[src/rtl/mem_pkg.sv]
// Shared definitions for the RAM access controller: opcodes, FSM encoding and
// request decode helpers.
package mem_pkg;

    localparam logic [5:0] OP_LBU = 6'h01;
    localparam logic [5:0] OP_LHU = 6'h02;
    localparam logic [5:0] OP_SW  = 6'h04;
    localparam logic [5:0] OP_SB  = 6'h05;
    localparam logic [5:0] OP_SH  = 6'h06;
    localparam logic [5:0] OP_LW  = 6'h08;
    localparam logic [5:0] OP_LB  = 6'h09;
    localparam logic [5:0] OP_LH  = 6'h0A;

    typedef enum logic [2:0] {
        StIdle,
        StDecode,
        StSetup,
        StWait,
        StRelease,
        StDone
    } state_e;

    function automatic logic is_load(input logic [5:0] op);
        case (op)
            OP_LBU, OP_LB, OP_LHU, OP_LH, OP_LW: return 1'b1;
            default:                             return 1'b0;
        endcase
    endfunction

    function automatic logic is_store(input logic [5:0] op);
        case (op)
            OP_SB, OP_SH, OP_SW: return 1'b1;
            default:             return 1'b0;
        endcase
    endfunction

    function automatic logic is_valid_op(input logic [5:0] op);
        return is_load(op) || is_store(op);
    endfunction

    // Only the two low address bits matter for natural alignment.
    function automatic logic is_aligned(input logic [5:0] op, input logic [1:0] addr_lo);
        case (op)
            OP_SH, OP_LHU, OP_LH: return addr_lo[0] == 1'b0;
            OP_SW, OP_LW:         return addr_lo == 2'b00;
            default:              return 1'b1;
        endcase
    endfunction

endpackage

[src/rtl/mem_access_ctrl_if.sv]
// RAM-side bus of the access controller: request lines out, MFC/read data back.
interface mem_access_ctrl_if;

    logic        MFA;
    logic [5:0]  opcode;
    logic [7:0]  addr;
    logic [31:0] data_in;
    logic        MFC;
    logic [31:0] data_out;

    modport master (
        output MFA,
        output opcode,
        output addr,
        output data_in,
        input  MFC,
        input  data_out
    );

    modport slave (
        input  MFA,
        input  opcode,
        input  addr,
        input  data_in,
        output MFC,
        output data_out
    );

endinterface

[src/rtl/mfc_sync.sv]
// Two-flop synchroniser for the RAM's asynchronous MFC line.
module mfc_sync (
    input  logic clk,
    input  logic reset,
    input  logic async_in,
    output logic sync_out
);

    logic meta_q;
    logic sync_q;

    always_ff @(posedge clk or posedge reset) begin
        if (reset) begin
            meta_q <= 1'b0;
            sync_q <= 1'b0;
        end else begin
            meta_q <= async_in;
            sync_q <= meta_q;
        end
    end

    assign sync_out = sync_q;

endmodule

[src/rtl/mem_access_ctrl.sv]
// Memory access controller: one load/store at a time over the four-phase MFA/MFC
// handshake, with decode checks, per-phase timeout and a read-data register.
module mem_access_ctrl
    import mem_pkg::*;
#(
    parameter int unsigned TIMEOUT = 64
) (
    input  logic                clk,
    input  logic                reset,
    input  logic                req,
    input  logic [5:0]          op_in,
    input  logic [7:0]          addr_in,
    input  logic [31:0]         wdata,
    output logic                busy,
    output logic                done,
    output logic                err,
    output logic [31:0]         rdata,
    mem_access_ctrl_if.master   ram
);

    localparam int unsigned CntW = (TIMEOUT > 1) ? $clog2(TIMEOUT) : 1;
    localparam logic [CntW-1:0] CntMax = CntW'(TIMEOUT - 1);

    state_e          state_q;
    logic [5:0]      op_q;
    logic [7:0]      addr_q;
    logic [31:0]     wdata_q;
    logic            err_flag_q;
    logic [CntW-1:0] cnt_q;
    logic            mfa_q;
    logic            done_q;
    logic            err_q;
    logic [31:0]     rdata_q;
    logic [5:0]      opcode_q;
    logic [7:0]      ram_addr_q;
    logic [31:0]     data_in_q;
    logic            mfc_s;

    mfc_sync u_mfc_sync (
        .clk      (clk),
        .reset    (reset),
        .async_in (ram.MFC),
        .sync_out (mfc_s)
    );

    always_ff @(posedge clk or posedge reset) begin
        if (reset) begin
            state_q    <= StIdle;
            op_q       <= '0;
            addr_q     <= '0;
            wdata_q    <= '0;
            err_flag_q <= 1'b0;
            cnt_q      <= '0;
            mfa_q      <= 1'b0;
            done_q     <= 1'b0;
            err_q      <= 1'b0;
            rdata_q    <= '0;
            opcode_q   <= '0;
            ram_addr_q <= '0;
            data_in_q  <= '0;
        end else begin
            done_q <= 1'b0;
            err_q  <= 1'b0;
            unique case (state_q)
                StIdle: begin
                    if (req) begin
                        op_q    <= op_in;
                        addr_q  <= addr_in;
                        wdata_q <= wdata;
                        state_q <= StDecode;
                    end
                end
                StDecode: begin
                    // Rejected requests never touch the RAM-side registers or MFA.
                    if (!is_valid_op(op_q) || !is_aligned(op_q, addr_q[1:0])) begin
                        err_flag_q <= 1'b1;
                        done_q     <= 1'b1;
                        err_q      <= 1'b1;
                        state_q    <= StDone;
                    end else begin
                        err_flag_q <= 1'b0;
                        opcode_q   <= op_q;
                        ram_addr_q <= addr_q;
                        data_in_q  <= wdata_q;
                        state_q    <= StSetup;
                    end
                end
                StSetup: begin
                    mfa_q   <= 1'b1;
                    cnt_q   <= '0;
                    state_q <= StWait;
                end
                StWait: begin
                    if (mfc_s) begin
                        if (is_load(opcode_q)) begin
                            rdata_q <= ram.data_out;
                        end
                        mfa_q   <= 1'b0;
                        cnt_q   <= '0;
                        state_q <= StRelease;
                    end else if (cnt_q == CntMax) begin
                        err_flag_q <= 1'b1;
                        mfa_q      <= 1'b0;
                        cnt_q      <= '0;
                        state_q    <= StRelease;
                    end else begin
                        cnt_q <= cnt_q + 1'b1;
                    end
                end
                StRelease: begin
                    if (!mfc_s) begin
                        done_q  <= 1'b1;
                        err_q   <= err_flag_q;
                        state_q <= StDone;
                    end else if (cnt_q == CntMax) begin
                        err_flag_q <= 1'b1;
                        done_q     <= 1'b1;
                        err_q      <= 1'b1;
                        state_q    <= StDone;
                    end else begin
                        cnt_q <= cnt_q + 1'b1;
                    end
                end
                StDone: begin
                    state_q <= StIdle;
                end
                default: begin
                    state_q <= StIdle;
                end
            endcase
        end
    end

    assign busy  = (state_q != StIdle);
    assign done  = done_q;
    assign err   = err_q;
    assign rdata = rdata_q;

    assign ram.MFA     = mfa_q;
    assign ram.opcode  = opcode_q;
    assign ram.addr    = ram_addr_q;
    assign ram.data_in = data_in_q;

endmodule
[src/flat_wrapper.sv]
// flat-port wrapper written by rule: the top's interface ports become plain ports
module mem_access_ctrl_flat import mem_pkg::*;
#(
    parameter int unsigned TIMEOUT = 64
)
  (clk, reset, req, op_in, addr_in, wdata, busy, done, err, rdata, ram_MFA, ram_opcode, ram_addr, ram_data_in, ram_MFC, ram_data_out);
  mem_access_ctrl_if ram_i ();
  input  logic clk;
  input  logic reset;
  input  logic req;
  input  logic [5:0] op_in;
  input  logic [7:0] addr_in;
  input  logic [31:0] wdata;
  output logic busy;
  output logic done;
  output logic err;
  output logic [31:0] rdata;
  output wire logic [$bits(ram_i.MFA)-1:0] ram_MFA;
  output wire logic [$bits(ram_i.opcode)-1:0] ram_opcode;
  output wire logic [$bits(ram_i.addr)-1:0] ram_addr;
  output wire logic [$bits(ram_i.data_in)-1:0] ram_data_in;
  input wire logic [$bits(ram_i.MFC)-1:0] ram_MFC;
  input wire logic [$bits(ram_i.data_out)-1:0] ram_data_out;
  assign ram_MFA = ram_i.MFA;
  assign ram_opcode = ram_i.opcode;
  assign ram_addr = ram_i.addr;
  assign ram_data_in = ram_i.data_in;
  assign ram_i.MFC = ram_MFC;
  assign ram_i.data_out = ram_data_out;
  mem_access_ctrl #(.TIMEOUT(TIMEOUT)) u_core (.clk(clk), .reset(reset), .req(req), .op_in(op_in), .addr_in(addr_in), .wdata(wdata), .busy(busy), .done(done), .err(err), .rdata(rdata), .ram(ram_i));
endmodule
[config.mk]
export PLATFORM = sky130hd
export DESIGN_NAME = mem_access_ctrl_flat
export DESIGN_NICKNAME = d
export VERILOG_FILES = /design/src/rtl/mem_pkg.sv /design/src/rtl/mem_access_ctrl_if.sv /design/src/rtl/mfc_sync.sv /design/src/rtl/mem_access_ctrl.sv /design/src/flat_wrapper.sv
export SDC_FILE = /design/constraint.sdc
export NUM_CORES = 1
export LEC_CHECK = 0
export ABC_CLOCK_PERIOD_IN_PS = 6500
export CAP_MARGIN = 20
export CELL_PAD_IN_SITES_DETAIL_PLACEMENT = 2
export CELL_PAD_IN_SITES_GLOBAL_PLACEMENT = 2
export CORE_MARGIN = 5
export CORE_UTILIZATION = 32
export CTS_CLUSTER_SIZE = 30
export DETAILED_ROUTE_END_ITERATION = 8
export PLACE_DENSITY = 0.89
export SYNTH_ARGS = -nofsm -noshare
export SYNTH_HDL_FRONTEND = slang
export SYNTH_SLANG_ARGS = --single-unit
[constraint.sdc]
create_clock -name clk -period 6.5 [get_ports clk]
set_input_delay 1.3 -clock clk [delete_from_list [all_inputs] [get_ports clk]]
set_output_delay 1.3 -clock clk [all_outputs]
set_load 0.01 [all_outputs]
* After elaboration in Yosys (flattened, before gate mapping)
Cells that the tools add are included.
** Operators by class
- Add/subtract/negate cells :: 1
- Equal/unequal tests :: 24
- Mux-type cells :: 34
- Bitwise logic cells :: 2
- Reductions and logical operators :: 22
** Operators by type and width (count)
- $eq 6x4->1 const B :: 6
- $mux 6 :: 4
- $eq 6x3->1 const B :: 3
- $mux 3 :: 6
- $pmux 6 s3 :: 1
- $mux 1 :: 17
- $pmux 3 s5 :: 1
- $eq 6x1->1 const B :: 2
- $eq 6x2->1 const B :: 2
- $reduce_and 3->1 :: 4
- $reduce_or 5->1 :: 2
- $reduce_bool 3->1 :: 3
- $ne 2x2->1 const B :: 4
- $pmux 1 s2 :: 4
- $add 6x1->6 const B :: 1
- $eq 3x2->1 const B :: 2
- $eq 6x6->1 const B :: 1
- $ne 3x2->1 const B :: 2
- $reduce_and 2->1 :: 3
- $reduce_or 3->1 :: 2
- $eq 3x1->1 const B :: 1
- $eq 3x3->1 const B :: 1
- $logic_not 3->1 :: 1
- $pmux 1 s3 :: 1
- other kinds (6) :: 9
** Word-level totals
- Register bits after elaboration :: 139
- Bits of input ports :: 82
- Output and inout port bits :: 82
- Word-level logic and storage cells :: 98

* Logic depth before layout (Yosys ltp)
- Depth after elaboration :: 9
- Mapped depth :: 6
- Gate-level depth less buffers :: 5

* Hierarchy
A second synthesis with hierarchy kept.
** Second synthesis, totals
- Cell total of the unflattened synthesis :: 356
- Area total of the unflattened synthesis :: 5526.6 µm²
** By module, submodules not included
- mem_access_ctrl :: instances 1, cells each 353, area an instance 5472.7 µm², sequential area each 3428.3 µm²
- mfc_sync :: instances 1, cells each 3, area an instance 53.8 µm², sequential area each 50.0 µm²

* Least setup slack after synthesis
Ideal clock, no wire load.
- Path type :: register to output
- Start :: reg u_core.state_q[0]
- End :: out busy
- Data arrival time :: 0.998 ns
- Data required time :: 5.200 ns
- Setup slack :: 4.202 ns
- Stages on the path, launching flop included :: 3
- Path buffers :: 1
- Path through :: dfrtp_1 clkbuf_1 or3_1
** Between the ends
- Longest elaborated chain between the ends :: 1
** RTL lines
- from (decl) :: line mem_access_ctrl.sv:24 : state_e state_q;
- from (signal assigned) :: line mem_access_ctrl.sv:48 : state_q <= StIdle;
- from (signal assigned) :: line mem_access_ctrl.sv:70 : state_q <= StDecode;
- from (signal assigned) :: line mem_access_ctrl.sv:79 : state_q <= StDone;
- $reduce_bool 3->1 :: line mem_access_ctrl.sv:134 : assign busy = (state_q != StIdle);
- to (decl) :: line flat_wrapper.sv:14 : output logic busy;
No other way between the ends.

* Final worst setup path
- Start :: reg u_core.state_q[1]
- End :: out busy
The elaborated chain is that of the path after synthesis.

==> results_dict.tcl <==
set metrics [dict create \
    status "completed" \
    antenna_found_initial 0 \
    drt_pass1_iterations 4 \
    post_dp_cell_area_mm2 0.00737 \
    crit_buf_inv 1 \
    p_int_w 0.00263 \
    synth_area_mm2 0.00553 \
    clock_skew_ps 14.1 \
    cts_resized 0 \
    grt_overflow 0 \
    ys_seq_area_share_pct 62.9 \
    via_per_inst 4.74 \
    die_x_um 141 \
    p_leak_nw 3.38 \
    powerDensity_mw_per_mm2 483 \
    clock-sinks 139 \
    synthCells 357 \
    dp_hpwl_mm 10.8 \
    clock_path_buffers 2 \
    crit_family "buffers and inverters" \
    drt-wirelength-per-cell_um 20.0 \
    finalSetupTns_ps 0 \
    switching_share_pct 30.9 \
    rsz0062_at_grt "false" \
    routed_wirelength_mm 15.2 \
    grt_pass1_vias 4317 \
    drc_errors 0 \
    vdd_drop_max_v 0.000214 \
    async_flop_share_pct 100 \
    cts_root_buf "clkbuf_16" \
    hold_viol_final 0 \
    numCtsBuffers 17 \
    seq_power_share_pct 41.4 \
    ios 164 \
    layout_min_cycle_time_ps 3270 \
    cp_max_fo 14 \
    htreeDepth 4 \
    fp.dieH_um 141 \
    antenna_left 0 \
    synth_edf_count 0 \
    design.core.area_mm2 0.0171 \
    setup_ws_ps 3230 \
    p_sw_w 0.00118 \
    drtIter0Drc 89 \
    worst-setup-path-type "reg2out" \
    vias 3596 \
    path_cells "or3_1 > clkdlybuf4s50_1" \
    cts-hold-fix-buffers 0 \
    cp.arrival_ps 1970 \
    port_buffers 163 \
    grt_pass1_wl_mm 24.6 \
    fin_nets 608 \
    required_ps 5200 \
    grt_max_degree 71 \
    fin_area_mm2 0.00788 \
    fmaxAchievable_ghz 0.306 \
    maxCapViolCount 0 \
    avgSynthCellArea_um2 15.5 \
    drive_gt1_share_pct 8.24 \
    ys.flop_type "dfrtp_1" \
    clkPwrFrac_pct 22.7 \
    die_area_mm2 0.0200 \
    critPathSlowestCell "clkdlybuf4s50_1" \
    antenna_cells 0 \
    initial_core_util_pct 32.3 \
    critPathLaunchType "flip-flop" \
    synth_nets 440 \
    clkTransAtPathRegs_ps 60 \
    rows 48 \
    post-route-period-util_pct 50.3 \
    cts_tree "done" \
    fin_util_pct 46.1 \
    dpl_worst_slack_ps 3230 \
    critPathCaptureType "primary output" \
    yosys_warnings 0 \
    slew_violations 0 \
    syn_to_final_growth_pct 42.6 \
    grt_usage_pct 16.1 \
    final-setup-viol-count 0 \
    slowest_delay_ps 540 \
    clock_latency_ps 420 \
    hold_class "reg2reg" \
    gp_congestion 0.763 \
    ys_ff_latch 139 \
    postCtsSetupRepairBufs 0 \
    slew_headroom_pct 41.1 \
    netlist-cell-type-count 46 \
    p_comb_share_pct 35.9 \
    tightest_slew_ps 883 \
]
synth_stat cells (2+ instances only):
cell,instances,area (µm²)
o21ai_1,3,15.0
mux2_1,111,1250
a21oi_1,5,25.0
nand3b_1,2,15.0
a221o_1,3,30.0
nor3_1,2,10.0
dfrtp_1,139,3480
nor3b_1,2,15.0
o21ai_0,6,30.0
mux2i_1,3,30.0
buf_6,2,22.5
nand2b_1,4,25.0
mux2_4,10,150
and2_1,5,31.3
or3_1,2,12.5
nand2_1,6,22.5
nand3_1,2,10.0
a22o_1,2,17.5
buf_2,5,25.0
inv_1,2,7.51
clkbuf_1,6,22.5
nor2_1,6,22.5
nand4bb_1,2,22.5
buf_4,5,37.5
layout by cell type, fill, tap and decap left out, types with 2 or more instances in the layout:
master           Yosys  layout
nor2_1               6       6
clkdlybuf4s50_1      0     163
nand2b_1             4       4
o21ai_1              3       3
nor3_1               2       2
nand2_1              6       6
nor3b_1              2       2
clkbuf_16            0      17
a22o_1               2       2
mux2_1             111     111
mux2_4              10      10
and2_1               5       5
o21ai_0              6       6
mux2i_1              3       3
nand4bb_1            2       2
dfrtp_1            139     139
clkbuf_1             6       5
nand3b_1             2       2
buf_4                5       4
a21oi_1              5       5
a221o_1              3       3
clkbuf_8             0       4
nand3_1              2       2
flip-flops by register name, summed over array words and instances, names as in the netlist:
name / count
u_core.addr_q: 8
u_core.cnt_q: 6
u_core.done: 1
u_core.err: 1
u_core.err_flag_q: 1
u_core.op_q: 6
u_core.ram.MFA: 1
u_core.ram.addr: 8
u_core.ram.data_in: 32
u_core.ram.opcode: 6
u_core.rdata: 32
u_core.state_q: 3
u_core.u_mfc_sync.meta_q: 1
u_core.u_mfc_sync.sync_out: 1
u_core.wdata_q: 32
power groups by stage:
stage	sequential (W)	combinational (W)	clock, W
global route	0.00164	0.00147	0.000938
CTS	0.00159	0.00140	0.000891
detailed placement	0.00159	0.00139	0
global placement	0.00155	0.00132	0
floorplan	0.00161	0.000565	0
finish	0.00158	0.00137	0.000864
worst paths after layout:
check                                          from                          to  slack [ps]  cells past startpoint
max in group asynchronous                     reset          u_core.wdata_q[14]        3790                      3
min                        u_core.u_mfc_sync.meta_q  u_core.u_mfc_sync.sync_out         370                      0
max                               u_core.state_q[1]                        busy        3230                      2
min in group asynchronous                     reset             u_core.rdata[2]        1350                      2
min reg2reg                u_core.u_mfc_sync.meta_q  u_core.u_mfc_sync.sync_out         370                      0
max reg2reg                          u_core.op_q[2]      u_core.ram.data_in[29]        3860                      5
metal layers:
metal | wire, µm | vias up | global-route usage [%]
li1 | - | 1611 | -
met1 | 6350 | 1842 | 19.2
met2 | 7570 | 129 | 27.2
met3 | 1040 | 14 | 5.70
met4 | 186 | 0 | 5.15
met5 | 0 | - | 0
kinds of logic (layout without fill, tap and decap cells):
group                    Yosys count  in the layout  synth area share [%]
flip-flops                       139            139                  62.9
AO/OA/AOI/OAI                     31             31                  4.28
adder cells (fa/ha/maj)            1              1                 0.226
AND/OR/NAND/NOR                   40             40                  4.37
buffers and inverters             21            198                  2.15
multiplexers                     125            125                  26.1
per-stage QoR:
step / std cells / total power [W] / hold WS, ps
floorplan: 357 / 0.00218 / 331
global placement: 731 / 0.00287 / 334
detailed placement: 731 / 0.00298 / 358
CTS: 759 / 0.00388 / 371
global route: 759 / 0.00405 / 378
finish: 759 / 0.00381 / 371
area by class of cell:
class,count,area (µm²)
Fill cell,1615,9230
Timing Repair Buffer,167,1660
Inverter,3,16.3
Tap cell,225,282
Sequential cell,139,3480
Multi-Input combinational cell,197,1930
Clock buffer,26,499
Clock inverter,2,12.5
worst reg2reg max path: stages, from the launching register on:
cell      delay (ps)
dfrtp_1          420
o21ba_1          210
o311ai_2         390
or3_2            620
buf_4            490
mux2_1           390
(Power assumes the default switching activity.)
